### config.mk
export PLATFORM = sky130hd
export DESIGN_NAME = palette_lut_fader
export DESIGN_NICKNAME = d
export VERILOG_FILES = /design/src/rtl/palette_pkg.sv /design/src/rtl/palette_fade_ctrl.sv /design/src/rtl/palette_lut_fader.sv
export SDC_FILE = /design/constraint.sdc
export NUM_CORES = 1
export LEC_CHECK = 0
export CAP_MARGIN = 10
export CELL_PAD_IN_SITES_DETAIL_PLACEMENT = 1
export CELL_PAD_IN_SITES_GLOBAL_PLACEMENT = 1
export CORE_MARGIN = 10
export CORE_UTILIZATION = 43
export DETAILED_ROUTE_END_ITERATION = 10
export GPL_TIMING_DRIVEN = 0
export PLACE_DENSITY = 0.73
export SETUP_SLACK_MARGIN = 0.1
export SLEW_MARGIN = 20
export SYNTH_ARGS = -nofsm -noshare
export SYNTH_HDL_FRONTEND = slang
export SYNTH_SLANG_ARGS = --single-unit
### constraint.sdc
create_clock -name Clk -period 3.92 [get_ports Clk]
set_input_delay 0.784 -clock Clk [delete_from_list [all_inputs] [get_ports Clk]]
set_output_delay 0.784 -clock Clk [all_outputs]
set_load 0.005 [all_outputs]
### src/rtl/palette_pkg.sv
// palette_pkg: shared types and helpers for the palette LUT / fader slice.
//   rgb_t        - {red, green, blue} colour word at the default channel width
//   fade_state_t - fade controller states
//   FULL_LEVEL   - full-brightness level at the default channel width
//   scale_ch()   - (c * level) >> ch_w, width-generic up to MAX_CH_W bits
package palette_pkg;

  localparam int unsigned DEF_CH_W   = 4;
  localparam int unsigned MAX_CH_W   = 16;
  localparam int unsigned FULL_LEVEL = 1 << DEF_CH_W;

  typedef struct packed {
    logic [DEF_CH_W-1:0] red;
    logic [DEF_CH_W-1:0] green;
    logic [DEF_CH_W-1:0] blue;
  } rgb_t;

  typedef enum logic [0:0] {
    IDLE   = 1'b0,
    FADING = 1'b1
  } fade_state_t;

  // Channel scaling; callers zero-extend c/level to MAX_CH_W and slice the
  // low ch_w bits of the result.
  function automatic logic [MAX_CH_W-1:0] scale_ch(
    input logic [MAX_CH_W-1:0] c,
    input logic [MAX_CH_W:0]   level,
    input int unsigned         ch_w
  );
    logic [2*MAX_CH_W:0] p;
    p = {{MAX_CH_W{1'b0}}, 1'b0, c} * {{MAX_CH_W{1'b0}}, level};
    p = p >> ch_w;
    return p[MAX_CH_W-1:0];
  endfunction

endpackage

### src/rtl/palette_fade_ctrl.sv
// palette_fade_ctrl: frame-synchronous fade-to/from-black brightness engine.
//   Clk, Reset   - clock, async active-high reset
//   frame_tick   - one pulse per frame; level only changes on this pulse
//   fade_start   - begin a fade (ignored while fading)
//   fade_dir     - 0 = fade out to 0, 1 = fade in to 2^CH_W
//   level        - current brightness, 0..2^CH_W
//   fade_busy    - high while FADING
module palette_fade_ctrl
  import palette_pkg::*;
#(
  parameter int unsigned CH_W = 4
) (
  input  logic          Clk,
  input  logic          Reset,
  input  logic          frame_tick,
  input  logic          fade_start,
  input  logic          fade_dir,
  output logic [CH_W:0] level,
  output logic          fade_busy
);

  localparam logic [CH_W:0] FULL = {1'b1, {CH_W{1'b0}}};

  fade_state_t   state_q, state_d;
  logic          dir_q, dir_d;
  logic [CH_W:0] level_q, level_d;

  always_comb begin
    state_d = state_q;
    dir_d   = dir_q;
    level_d = level_q;
    unique case (state_q)
      IDLE: begin
        if (fade_start) begin
          state_d = FADING;
          dir_d   = fade_dir;
        end
      end
      FADING: begin
        // Saturating step; reaching (or already sitting at) the target ends the fade.
        if (frame_tick) begin
          if (!dir_q) begin
            if (level_q != '0) level_d = level_q - 1'b1;
            if (level_q <= 1)  state_d = IDLE;
          end else begin
            if (level_q != FULL)        level_d = level_q + 1'b1;
            if (level_q >= FULL - 1'b1) state_d = IDLE;
          end
        end
      end
      default: state_d = IDLE;
    endcase
  end

  always_ff @(posedge Clk or posedge Reset) begin
    if (Reset) begin
      state_q <= IDLE;
      dir_q   <= 1'b0;
      level_q <= FULL;
    end else begin
      state_q <= state_d;
      dir_q   <= dir_d;
      level_q <= level_d;
    end
  end

  assign level     = level_q;
  assign fade_busy = (state_q == FADING);

endmodule

### src/rtl/palette_lut_fader.sv
// palette_lut_fader: NUM_PAL writable palettes of 2^IDX_W RGB entries, a
// 2-stage index->RGB pipeline and a frame-synchronous brightness fader.
//   Clk, Reset                   - clock, async active-high reset
//   pix_valid_in/pix_index/pal_sel - pixel lookup request
//   wr_en/wr_pal/wr_addr/wr_rgb  - palette entry write port
//   frame_tick/fade_start/fade_dir - fade control; fade_busy while fading
//   pix_valid_out, red/green/blue - scaled colour, blanked when not valid
//   transparent                  - only with PALETTE_TRANSPARENCY_EN: index was 0
module palette_lut_fader
  import palette_pkg::*;
#(
  parameter  int unsigned IDX_W   = 4,
  parameter  int unsigned NUM_PAL = 4,
  parameter  int unsigned CH_W    = 4,
  localparam int unsigned PAL_W   = (NUM_PAL > 1) ? $clog2(NUM_PAL) : 1
) (
  input  logic              Clk,
  input  logic              Reset,
  input  logic              pix_valid_in,
  input  logic [IDX_W-1:0]  pix_index,
  input  logic [PAL_W-1:0]  pal_sel,
  input  logic              wr_en,
  input  logic [PAL_W-1:0]  wr_pal,
  input  logic [IDX_W-1:0]  wr_addr,
  input  logic [3*CH_W-1:0] wr_rgb,
  input  logic              frame_tick,
  input  logic              fade_start,
  input  logic              fade_dir,
  output logic              fade_busy,
`ifdef PALETTE_TRANSPARENCY_EN
  output logic              transparent,
`endif
  output logic              pix_valid_out,
  output logic [CH_W-1:0]   red,
  output logic [CH_W-1:0]   green,
  output logic [CH_W-1:0]   blue
);

  localparam int unsigned   RGB_W   = 3 * CH_W;
  localparam int unsigned   DEPTH   = 1 << (PAL_W + IDX_W);
  localparam logic [PAL_W:0] NPAL_V = NUM_PAL[PAL_W:0];

  logic [RGB_W-1:0] mem [DEPTH];
  logic [RGB_W-1:0] rd_q;
  logic             valid_s1_q, valid_s2_q;
  logic [CH_W-1:0]  red_q, green_q, blue_q;
  logic [CH_W-1:0]  red_d, green_d, blue_d;
  logic [CH_W:0]    level;

  logic rd_ok, wr_ok;
  assign rd_ok = ({1'b0, pal_sel} < NPAL_V);
  assign wr_ok = ({1'b0, wr_pal} < NPAL_V);

  palette_fade_ctrl #(.CH_W(CH_W)) u_fade (
    .Clk        (Clk),
    .Reset      (Reset),
    .frame_tick (frame_tick),
    .fade_start (fade_start),
    .fade_dir   (fade_dir),
    .level      (level),
    .fade_busy  (fade_busy)
  );

  // Storage and stage-1 read data are not reset; the non-blocking read of
  // mem gives read-before-write on a same-address collision.
  always_ff @(posedge Clk) begin
    if (wr_en && wr_ok) mem[{wr_pal, wr_addr}] <= wr_rgb;
    rd_q <= rd_ok ? mem[{pal_sel, pix_index}] : '0;
  end

  always_comb begin
    logic [MAX_CH_W-1:0] r_w, g_w, b_w;
    r_w     = scale_ch(MAX_CH_W'(rd_q[3*CH_W-1:2*CH_W]), (MAX_CH_W+1)'(level), CH_W);
    g_w     = scale_ch(MAX_CH_W'(rd_q[2*CH_W-1:CH_W]),   (MAX_CH_W+1)'(level), CH_W);
    b_w     = scale_ch(MAX_CH_W'(rd_q[CH_W-1:0]),        (MAX_CH_W+1)'(level), CH_W);
    red_d   = r_w[CH_W-1:0];
    green_d = g_w[CH_W-1:0];
    blue_d  = b_w[CH_W-1:0];
  end

  always_ff @(posedge Clk or posedge Reset) begin
    if (Reset) begin
      valid_s1_q <= 1'b0;
      valid_s2_q <= 1'b0;
      red_q      <= '0;
      green_q    <= '0;
      blue_q     <= '0;
    end else begin
      valid_s1_q <= pix_valid_in;
      valid_s2_q <= valid_s1_q;
      red_q      <= valid_s1_q ? red_d   : '0;
      green_q    <= valid_s1_q ? green_d : '0;
      blue_q     <= valid_s1_q ? blue_d  : '0;
    end
  end

`ifdef PALETTE_TRANSPARENCY_EN
  logic idx0_s1_q, transp_q;
  always_ff @(posedge Clk or posedge Reset) begin
    if (Reset) begin
      idx0_s1_q <= 1'b0;
      transp_q  <= 1'b0;
    end else begin
      idx0_s1_q <= (pix_index == '0);
      transp_q  <= valid_s1_q && idx0_s1_q;
    end
  end
  assign transparent = transp_q;
`endif

  assign pix_valid_out = valid_s2_q;
  assign red           = red_q;
  assign green         = green_q;
  assign blue          = blue_q;

endmodule

# Word level (Yosys, flattened, before mapping)
# Memory sizes are Yosys's and may differ from the RTL's. A register that Yosys moved wholly into a read port is not among the register bits.
# Cells that the tools add are included.
[word_totals]
input_bits = 31
mem_bits_rw = 768
out_inout_bits = 14
word_cells = 37
memories = 1
regBits = 21
[classes]
n_eq_ne = 2
n_reduce_logical = 4
bitwise = 1
multipliers = 3
muxes = 14
order_cmp = 2
addsub = 2
[memory_table]
columns = ["name", "words", "width", "read_ports", "rd_ports_with_merged_regs", "write_ports", "line", "text"]
rows = [
  ["mem", 64, 12, 1, 1, 1, "palette_lut_fader.sv:43", "logic [RGB_W-1:0] mem [DEPTH];"],
]
[op_table]
columns = ["op", "count"]
rows = [
  ["4-bit by 5-bit multiplier with 8-bit output", 3],
  ["5-bit 2-to-1 mux", 3],
  ["4-bit 2-to-1 mux", 3],
  ["1-bit 2-to-1 mux", 7],
  ["5-bit by 1-bit adder with 5-bit output (second input constant)", 1],
  ["5-bit by 4-bit >= comparator with 1-bit output (second input constant)", 1],
  ["5-bit by 1-bit <= comparator with 1-bit output (second input constant)", 1],
  ["5-bit inequality test (second input constant)", 1],
  ["5-bit nonzero test", 1],
  ["5-bit by 1-bit subtractor with 5-bit output (second input constant)", 1],
  ["4-bit AND reduction", 1],
  ["2-bit inequality test (second input constant)", 1],
  ["1-bit case mux with 2 select lines", 1],
  ["2-bit AND reduction", 1],
  ["2-bit nonzero test", 1],
  ["1-bit inverter", 1],
]

# Depth between registers and ports, before layout
# Gate-level depths: netlist of run 1.
[logic_depth]
depth_word = 5
ltp_mapped = 12
depth_no_buf = 10

# Modules after synthesis
# A second synthesis of run 1 with hierarchy kept.
[hier_totals]
hier_cells = 1648
area_unflattened_um2 = 32329.8
[modules_own_cells]
columns = ["module", "cells_each", "seq_area_each_um2", "instances", "area_each_um2"]
rows = [
  ["palette_lut_fader", 1600, 23652.7, 1, 31873.1],
  ["palette_fade_ctrl", 48, 176.4, 1, 456.7],
]

# Worst setup path before layout of run 1
# No wires, ideal clock.
[synth_timing]
kind = "register to register"
start = "register u_fade.level_q[2] (netlist: u_fade.level[2])"
end = "register blue_q[3] (netlist: blue[3])"
setup_time_ps = 125
synth_period_minus_slack_ps = 3315
setup_slack_ps = 605
t_required_ps = 3795
path_stages_with_launch = 13
t_arrival_ps = 3190
n_path_buf = 2
path_cell_list = "dfrtp_1 > clkbuf_1 > clkbuf_1 > nand2_1 > fa_1 > inv_1 > fa_1 > ha_1 > and4_1 > a21oi_1 > o21bai_1 > a31oi_1 > mux2_2"
[synth_via]
elab_chain_len = 2
[synth_lines]
columns = ["element", "line", "text"]
rows = [
  ["start: declaration", "palette_fade_ctrl.sv:26", "logic [CH_W:0] level_q, level_d;"],
  ["start signal: assignment", "palette_fade_ctrl.sv:63", "level_q <= level_d;"],
  ["4-bit by 5-bit multiplier with 8-bit output", "palette_pkg.sv:31", "p = {{MAX_CH_W{1'b0}}, 1'b0, c} * {{MAX_CH_W{1'b0}}, level};"],
  ["4-bit 2-to-1 mux", "palette_lut_fader.sv:93", "blue_q <= valid_s1_q ? blue_d : '0;"],
  ["end signal: assignment", "palette_lut_fader.sv:93", ""],
  ["end: declaration", "palette_lut_fader.sv:46", "logic [CH_W-1:0] red_q, green_q, blue_q;"],
]
# Every way passes these cells.
# A chain may end at the register's enable or synchronous reset.

# Worst setup path after layout of run 1
# Ends and elaborated chain as after synthesis.

==> out/results.txt, run 1 <==
CTS tree = built
Req. time, crit path = 4.44 ns
CTS buffer count = 83
simple-gate share of the synthesized area = 3.74%
I/O pin cnt = 45
GR Overflow Total = 0
final max-slew violation count = 0
Final setup viols = 0
Avg Cell Area, Syn = 19.8 µm²
sequential fraction of the synthesis area = 73.3%
Post-Synth XOR/XNOR Area = 0.458%
largest net degree at the start of global routing = 65
Pwr Density = 530 nW/µm²
critical path arrival = 4.06 ns
Cells after Synth = 1643
largest family of logic cells by synthesized area = multiplexers
hpwl dp = 54300 µm
Max Fclk = 283 MHz
hold slack = 0.399 ns
share of layout cells above drive strength 1 = 22.4%
die width = 295 µm
Max stage delay on crit path = 0.54 ns
Post-CTS Setup Bufs = 0
CP startpoint = u_fade.level[2]
Syn. warnings = 0
flops & latches, synth = 801
Slew headroom = 21.1%
crit path capture type = flop
initial antenna violation count = 4
cell breakdown of the critical path = clkbuf_2 > nand2_1 > fa_1 > inv_1 > fa_1 > ha_1 > and4_1 > a21oi_1 > o21bai_1 > a31oi_1 > mux2_2
post-route minimum period = 3.54 ns
area of the mapped netlist = 32500 µm²
H-tree depth = 3
RR Startpoint = u_fade.level[2]
placed insts = 2653
clock-pin slew on the worst setup and hold paths = 0.06 ns
Layout Area Growth over Synthesis = 13.7%
Util after Layout = 49.5%
routed via count = 16700
Nets = 1846
clock root buffer = clkbuf_16
port bufs = 34
starting density of the core = 43.5%
Finished Layout Cells = 2796
max cap viols = 0
initial DRC count = 1736
die span in y = 295 µm
Post-synth ARST share = 2.62%
Crit-path slowest cell = fa_1
clock sink count = 801
crit-path max FO = 10
Detailed Route WL = 83800 µm
Synth Area in Compound Gates = 3.47%
Pleak = 12.1 nW
Adder-Cell Fraction of Synth Area = 2.15%
# rows = 100
CTS Buffer Depth = 3
CP dominant cell by count = fa_1
first-pass GRT wire length = 122000 µm
Hold WC Path Type = reg -> reg
Final Hold Vio Count = 0
vias in the first global route = 17400
die area = 87000 µm²
Hold Startpoint = valid_s1_q
Core Area = 74700 µm²
critical path type = reg -> reg
DRC viols = 0
GPL Wtd Cong = 0.887
clock skew = 0.0227 ns
number of synthesized flops with an enable pin = 768
ANT nets after route = 0
RSZ-0062 raised after global routing = false
n_diodes = 0
GRT Resource Usage Total = 19.2%
Synth Net Count = 1721
Max VDD drop = 412 µV
status = completed
later-pin clock latency in the skew report = 0.64 ns
Worst-Margin Slew = 1.18 ns
ys flop type = edfxtp_1
post-synth cell types = 60
final period utilization = 90.3%
drt pass-1 iters = 5
hold_buf cts = 0
Vias/cell = 5.98
crit path launch type = flop
drt wl/cell = 30.0 µm
mux cell area share after synthesis = 14.5%
setup TNS = 0 ns
## flip-flops by register name, indices dropped and copies added (netlist names)
register	count
valid_s1_q	1
pix_valid_out	1
mem	768
u_fade.level	5
blue	4
u_fade.fade_busy	1
red	4
rd_q	12
u_fade.dir_q	1
green	4
## report_power, final
group / internal, W / switching (W)
sequential: 0.00954 / 0.0000878
clock: 0.00442 / 0.00334
combinational: 0.000919 / 0.00132
## cell usage after synthesis (4+ instances only)
| cell type | n | area share (%) |
|---|---|---|
| a211oi_1 | 20 | 0.46 |
| nand2_1 | 60 | 0.69 |
| dfxtp_1 | 12 | 0.74 |
| and2_1 | 32 | 0.62 |
| a21o_1 | 4 | 0.092 |
| buf_4 | 11 | 0.25 |
| a31oi_1 | 14 | 0.27 |
| a211o_1 | 11 | 0.30 |
| edfxtp_1 | 768 | 71 |
| a21oi_1 | 22 | 0.34 |
| inv_1 | 26 | 0.30 |
| fa_1 | 15 | 0.92 |
| mux2i_1 | 69 | 2.1 |
| nor2b_1 | 29 | 0.56 |
| mux4_1 | 30 | 2.4 |
| buf_6 | 15 | 0.52 |
| mux2_2 | 18 | 0.62 |
| nand2b_1 | 9 | 0.17 |
| dfrtp_1 | 20 | 1.5 |
| a22oi_1 | 26 | 0.60 |
| nor2_1 | 93 | 1.1 |
| ha_1 | 32 | 1.2 |
| a221oi_1 | 13 | 0.35 |
| o221ai_1 | 19 | 0.51 |
| clkbuf_1 | 33 | 0.38 |
| o22ai_1 | 4 | 0.077 |
| mux4_2 | 135 | 9.3 |
| xnor2_1 | 14 | 0.38 |
| o21ai_0 | 12 | 0.18 |
| buf_2 | 10 | 0.15 |
| clkbuf_8 | 12 | 0.51 |
| nand3_1 | 9 | 0.14 |
## metrics by stage
step                setup slack, ns  area, µm²  total power, W
floorplan                     0.605      32500          0.0112
global placement             0.0926      34100          0.0120
detailed placement           0.0303      34300          0.0121
CTS                           0.182      37000          0.0197
global route                  0.158      37000          0.0203
finish                        0.380      37000          0.0196
## routing by layer
layer / global-route usage (%) / up-vias / share of wire (%) / routed length, µm
met3: 3.68 / 123 / 8.0 / 6680
met5: 0 / - / 0.0095 / 8
met4: 6.00 / 2 / 2.7 / 2300
met2: 31.2 / 739 / 48 / 40400
met1: 26.1 / 8946 / 41 / 34400
li1: - / 6922 / - / -
## final timing paths
| check | cells past startpoint | slack [ns] | endpoint |
|---|---|---|---|
| max | 11 | 0.38 | blue[3] |
| min | 0 | 0.40 | pix_valid_out |
| max reg2reg | 11 | 0.38 | blue[3] |
| min reg2reg | 0 | 0.40 | pix_valid_out |
| max in group asynchronous | 2 | 2.75 | u_fade.fade_busy |
| min in group asynchronous | 2 | 0.62 | pix_valid_out |
## cells in the final DEF, fill, tap and decap left out, types with 20 or more instances in the layout
cell type,count
mux4_2,135
nand2_1,60
a21oi_1,22
ha_1,32
mux2i_1,69
mux4_1,30
inv_1,26
and2_1,32
nor2_1,31
a22oi_1,26
clkdlybuf4s50_1,22
clkbuf_16,84
nor2_2,64
edfxtp_1,768
nor2b_1,29
a211oi_1,20
clkbuf_1,48
dfrtp_1,20
## cell families (layout without fill, tap and decap cells)
group | Yosys count | in the layout
AOI/OAI and AO/OA | 156 | 156
xor gates and xnor gates | 17 | 17
adders and majority gates | 47 | 47
buffers and inverters | 115 | 299
DFF | 801 | 801
muxes | 252 | 252
and+or+nand+nor | 255 | 255
## critical path, delay by kind of cell, from the launching register on
kind                       cells  cell delay [ns]
AOI/OAI and AO/OA              3             0.63
adders and majority gates      3             1.26
buffers and inverters          2             0.35
DFF                            1             0.51
muxes                          1             0.35
and+or+nand+nor                2             0.31
## final cells by class
type / count / area, µm²
plain buffers: 87 / 672
clock buffers: 101 / 2170
clock inverters: 43 / 480
fillers: 6760 / 37700
inverters: 27 / 101
multi-input cells: 727 / 8080
flip-flops and latches: 801 / 23800
well taps: 969 / 1210
repair buffers: 41 / 432
## what timing repair did
action,CTS,global route
setup endpoints to repair,3,3
pin swaps,0,0
hold endpoints to repair,0,0
gates resized for setup,1,0
Power figures use the tool's default switching activity.
==> inputs of run 2 (changes only) <==
--- a/config.mk
+++ b/config.mk
@@ -12,7 +12,9 @@
 export CORE_UTILIZATION = 43
 export DETAILED_ROUTE_END_ITERATION = 10
 export GPL_TIMING_DRIVEN = 0
+export MAX_ROUTING_LAYER = met4
 export PLACE_DENSITY = 0.73
+export RECOVER_POWER = 25
 export SETUP_SLACK_MARGIN = 0.1
 export SLEW_MARGIN = 20
 export SYNTH_ARGS = -nofsm -noshare
==> out/results.txt, run 2 (synthesized netlist as in run 1, its figures left out) <==
hold depth = 0 (unchanged)
crit path launch type = flop
share of layout cells above drive strength 1 = 21.7% (-0.66 points)
later-pin clock latency in the skew report = 0.63 ns (about the same)
Layout Area Growth over Synthesis = 13.5%
Worst-Margin Slew = 3.27 ns (+2.09 ns)
clock root buffer = clkbuf_16
placed cell areas = 34300 µm² (unchanged)
max cap viols = 9 (+9)
final max-slew violation count = 453 (+453)
final std cell area, no fill = 36900 µm² (-0.19%)
I/O pin cnt = 45 (unchanged)
commonest cells after routing, fill and taps aside = 768 x edfxtp_1, 135 x mux4_2, 84 x clkbuf_16
routed via count = 16700 (-0.35%)
RSZ-0062 raised after global routing = false
Top reg by flops = mem
hpwl dp = 54300 µm (unchanged)
Max Fclk = 283 MHz (about the same)
clock-pin slew on the worst setup and hold paths = 0.06 ns (about the same)
Filler cells = 6769 (+0.13%)
# rows = 100 (unchanged)
CTS tree = built
GR Overflow Total = 0 (unchanged)
CTS buffer count = 83 (unchanged)
critical path type = reg -> reg
Final setup viols = 0 (unchanged)
n_diodes = 0 (unchanged)
Core Area = 74700 µm² (unchanged)
crit-path max FO = 10 (unchanged)
setup TNS = 0 ns (unchanged)
initial antenna violation count = 3 (-1)
largest net degree at the start of global routing = 65 (unchanged)
Final Hold Vio Count = 0 (unchanged)
Vias/cell = 5.96 (-0.35%)
CTS Buffer Depth = 3 (unchanged)
DRC viols = 0 (unchanged)
Pwr Density = 531 nW/µm² (+0.13%)
Req. time, crit path = 4.44 ns (about the same)
GRT Resource Usage Total = 19.8% (+0.58 points)
hold_buf cts = 0 (unchanged)
Hold WC Path Type = reg -> reg
top layer in use = met4
die area = 87000 µm² (unchanged)
drt pass-1 iters = 5 (unchanged)
port bufs = 34 (unchanged)
Pleak = 12.1 nW (-0.43%)
crit path capture type = flop
drt wl/cell = 29.9 µm (-0.10%)
Slew headroom = -118% (-140 points)
hold slack = 0.399 ns (-0.0000200 ns)
Max VDD drop = 412 µV (-0.11%)
Util after Layout = 49.4% (-0.094 points)
die span in y = 295 µm (unchanged)
Post-CTS Setup Bufs = 0 (unchanged)
total power = 0.0196 W (about the same)
met1 WL = 34400 µm (about the same)
ANT nets after route = 0 (unchanged)
max reg flops = 768 (unchanged)
commonest non-fill, non-tap cell in the layout = edfxtp_1
status = finished, violations left
failing checks = capacitance limit, slew limit
critical path arrival = 4.06 ns (about the same)
die width = 295 µm (unchanged)
vias in the first global route = 17400 (-0.27%)
initial DRC count = 1824 (+5.1%)
first-pass GRT wire length = 122000 µm (about the same)
clock skew = 0.0227 ns (+0.0000149 ns)
final period utilization = 90.3% (about the same)
DR WL met3 = 6660 µm (-0.27%)
R2R depth = 11 (unchanged)
post-route minimum period = 3.54 ns (-0.000116 ns)
starting density of the core = 43.5% (unchanged)
H-tree depth = 3 (unchanged)
met2 WL = 40300 µm (-0.28%)
clock sink count = 801 (unchanged)
GPL Wtd Cong = 0.900 (+1.4%)
Nets = 1846 (unchanged)
Detailed Route WL = 83700 µm (-0.10%)
[run 2: through the flow]
stage,std cells,setup slack (ns)
after detailed placement,2653,0.0303
after CTS,2797,0.182
after floorplan,1643,0.605
after global routing,2796,0.171
final,2796,0.381
after global placement,2646,0.0926
[run 2: area by class of cell]
cell class                 instances  area (µm²)  area share (%)
buffer                            87         672            1.82
timing repair buffer              41         362           0.980
clock inverter                    43         480            1.30
clock buffer                     101        2170            5.87
inverter                          27         101           0.275
multi-input combinational        727        8080            21.9
sequential                       801       23800            64.6
tap                              969        1210            3.29
[run 2: worst max-delay path, cell delays in order, from the launching register on]
cell	delay, ns
dfrtp_1	0.51
clkbuf_2	0.30
nand2_1	0.11
fa_1	0.54
inv_1	0.05
fa_1	0.44
ha_1	0.28
and4_1	0.20
a21oi_1	0.24
o21bai_1	0.18
a31oi_1	0.21
mux2_2	0.35
[run 2: worst paths after layout]
| path | start | to | slack, ns |
|---|---|---|---|
| worst min register to register | valid_s1_q | pix_valid_out | 0.40 |
| worst max-delay path | u_fade.level[2] | blue[3] | 0.38 |
| worst min-delay path | valid_s1_q | pix_valid_out | 0.40 |
| min in group asynchronous | Reset | pix_valid_out | 0.62 |
| max in group asynchronous | Reset | u_fade.fade_busy | 2.75 |
| worst max register to register | u_fade.level[2] | blue[3] | 0.38 |
[run 2: report_power, final]
| part | total, W | internal [W] | switching [W] |
|---|---|---|---|
| clock | 0.00774 | 0.00442 | 0.00332 |
| sequential | 0.00963 | 0.00955 | 0.0000874 |
| combinational | 0.00223 | 0.000911 | 0.00132 |
| total | 0.0196 | 0.0149 | 0.00473 |
[run 2: timing repair]
action                     4_1_cts  5_1_grt
hold endpoints to repair         0        0
setup endpoints to repair        3        3
resized for setup                1        0
[run 2: layer usage]
metal,GRT usage (%),vias to the layer above
met2,31.2,759
met3,3.72,124
met1,26.3,8864
met5,-,-
li1,-,6926
met4,5.55,0
==> inputs of run 3 (changes only) <==
--- a/config.mk
+++ b/config.mk
@@ -8,7 +8,6 @@
 export CAP_MARGIN = 10
 export CELL_PAD_IN_SITES_DETAIL_PLACEMENT = 1
 export CELL_PAD_IN_SITES_GLOBAL_PLACEMENT = 1
-export CORE_MARGIN = 10
 export CORE_UTILIZATION = 43
 export DETAILED_ROUTE_END_ITERATION = 10
 export GPL_TIMING_DRIVEN = 0
==> out/results.txt, run 3 (synthesized netlist as in run 1, its figures left out) <==
status = finished, violations left
failing checks = capacitance limit, slew limit
setup TNS = 0 ns (unchanged)
Detailed Route WL = 84400 µm (+0.78%)
vias in the first global route = 17600 (+1.4%)
I/O pin cnt = 45 (unchanged)
final std cell area, no fill = 37000 µm² (+0.14%)
routed via count = 16700 (+0.32%)
Filler cells = 6724 (-0.66%)
clock-pin slew on the worst setup and hold paths = 0.06 ns (about the same)
Post-CTS Setup Bufs = 0 (unchanged)
Max Fclk = 274 MHz (-3.2%)
Vias/cell = 5.96 (about the same)
H-tree depth = 3 (unchanged)
port bufs = 34 (unchanged)
setup ws final = 0.264 ns (-0.117 ns)
# rows = 100 (unchanged)
later-pin clock latency in the skew report = 0.65 ns (+0.02 ns)
crit path launch type = flop
critical path type = reg -> reg
Layout Area Growth over Synthesis = 13.6%
die span in y = 277 µm (-6.1%)
DRC viols = 0 (unchanged)
ANT nets after route = 0 (unchanged)
share of layout cells above drive strength 1 = 21.7% (-0.040 points)
Hold WC Path Type = reg -> reg
Slew headroom = -130% (-12 points)
hpwl dp = 55000 µm (+1.3%)
RSZ-0062 raised after global routing = false
Worst-Margin Slew = 3.44 ns (+0.175 ns)
CTS Buffer Depth = 3 (unchanged)
Max VDD drop = 519 µV (+26%)
GPL Wtd Cong = 0.912 (+1.4%)
starting density of the core = 43.5% (unchanged)
total power = 0.0198 W (+1.3%)
initial DRC count = 1628 (-11%)
Top reg by flops = mem
GR Overflow Total = 0 (unchanged)
final period utilization = 93.3% (+3.0 points)
Req. time, crit path = 4.43 ns (about the same)
largest net degree at the start of global routing = 65 (unchanged)
clock skew = 0.0604 ns (+0.0377 ns)
Util after Layout = 49.5% (+0.067 points)
Final Hold Vio Count = 0 (unchanged)
first-pass GRT wire length = 122000 µm (about the same)
initial antenna violation count = 2 (-1)
placed cell areas = 34300 µm² (about the same)
drt pass-1 iters = 5 (unchanged)
die area = 76700 µm² (-12%)
Pwr Density = 537 nW/µm² (+1.1%)
Nets = 1846 (unchanged)
Core Area = 74700 µm² (unchanged)
max cap viols = 12 (+3)
max reg flops = 768 (unchanged)
clock sink count = 801 (unchanged)
dpl ws = -0.0496 ns (-0.0799 ns)
drt wl/cell = 30.1 µm (+0.46%)
crit-path max FO = 10 (unchanged)
commonest non-fill, non-tap cell in the layout = edfxtp_1
crit path capture type = flop
Final setup viols = 0 (unchanged)
hold_buf cts = 0 (unchanged)
commonest cells after routing, fill and taps aside = 768 x edfxtp_1, 135 x mux4_2, 86 x clkbuf_16
clock root buffer = clkbuf_16
final max-slew violation count = 673 (+49%)
critical path arrival = 4.17 ns (+0.11 ns)
GRT Resource Usage Total = 22.7% (+2.9 points)
post-route minimum period = 3.66 ns (+0.117 ns)
Pleak = 12.1 nW (+0.50%)
CTS tree = built
die width = 277 µm (-6.1%)
CTS buffer count = 84 (+1.2%)
==> run 3: cell types whose count changed in the layout (fill, tap and decap cells not counted), sizes merged <==
cell | before | now
inv | 29 | 31
clkinv | 27 | 42
clkinvlp | 7 | 0
diode | 0 | 1
buf | 48 | 44
bufinv | 7 | 8
clkbuf | 157 | 158
==> run 3: worst paths after layout <==
| check | endpoint | cells past startpoint | from | slack, ns |
|---|---|---|---|---|
| setup / recovery | red[3] | 11 | u_fade.level[2] | 0.26 |
| hold / removal | pix_valid_out | 0 | valid_s1_q | 0.37 |
| setup reg to reg | red[3] | 11 | u_fade.level[2] | 0.26 |
| hold reg to reg | pix_valid_out | 0 | valid_s1_q | 0.37 |
| max in group asynchronous | u_fade.dir_q | 2 | Reset | 2.68 |
| min in group asynchronous | green[0] | 2 | Reset | 0.68 |
==> run 3: critical path: stages (launching register included) <==
cell      delay (ns)
dfrtp_1         0.55
clkbuf_2        0.32
nand2_1         0.12
fa_1            0.54
inv_1           0.05
fa_1            0.44
ha_1            0.29
and4_1          0.21
a21oi_1         0.25
o21bai_1        0.17
a31oi_1         0.24
mux2_2          0.36
==> run 3: layout make-up <==
type	instances	area (µm²)	area share (%)
sequential	801	23800	64.5
multi-input combinational	727	8080	21.9
clock buffer	99	2200	5.96
tap	969	1210	3.28
buffer	87	672	1.82
clock inverter	54	538	1.46
timing repair buffer	40	319	0.863
inverter	27	101	0.274
antenna	1	2.50	0.00677
==> run 3: report_power, final <==
part           switching [W]  internal (W)
registers          0.0000956       0.00955
logic                0.00135      0.000916
clock network        0.00336       0.00457
total                0.00481        0.0150
==> run 3: metrics by stage <==
step | hold slack [ns] | instances
5_1_grt | 0.403 | 2804
2_1_floorplan | 0.352 | 1643
4_1_cts | 0.374 | 2805
3_5_place_dp | 0.361 | 2652
3_3_place_gp | 0.367 | 2646
6_report | 0.372 | 2805
==> run 3: what timing repair did <==
item / 4_1_cts / 5_1_grt
pin swaps: 0 / 0
gates resized for setup: 1 / 0
endpoints found under the setup margin: 3 / 3
==> run 3: routing by layer <==
| metal | routed length, µm | part of all wire, % | GRT usage (%) | up-vias |
|---|---|---|---|---|
| met5 | 0 | 0 | - | - |
| li1 | - | - | - | 6938 |
| met3 | 6260 | 7.4 | 4.01 | 180 |
| met2 | 40300 | 48 | 35.6 | 775 |
| met1 | 34900 | 41 | 30.1 | 8834 |
| met4 | 2900 | 3.4 | 7.74 | 0 |
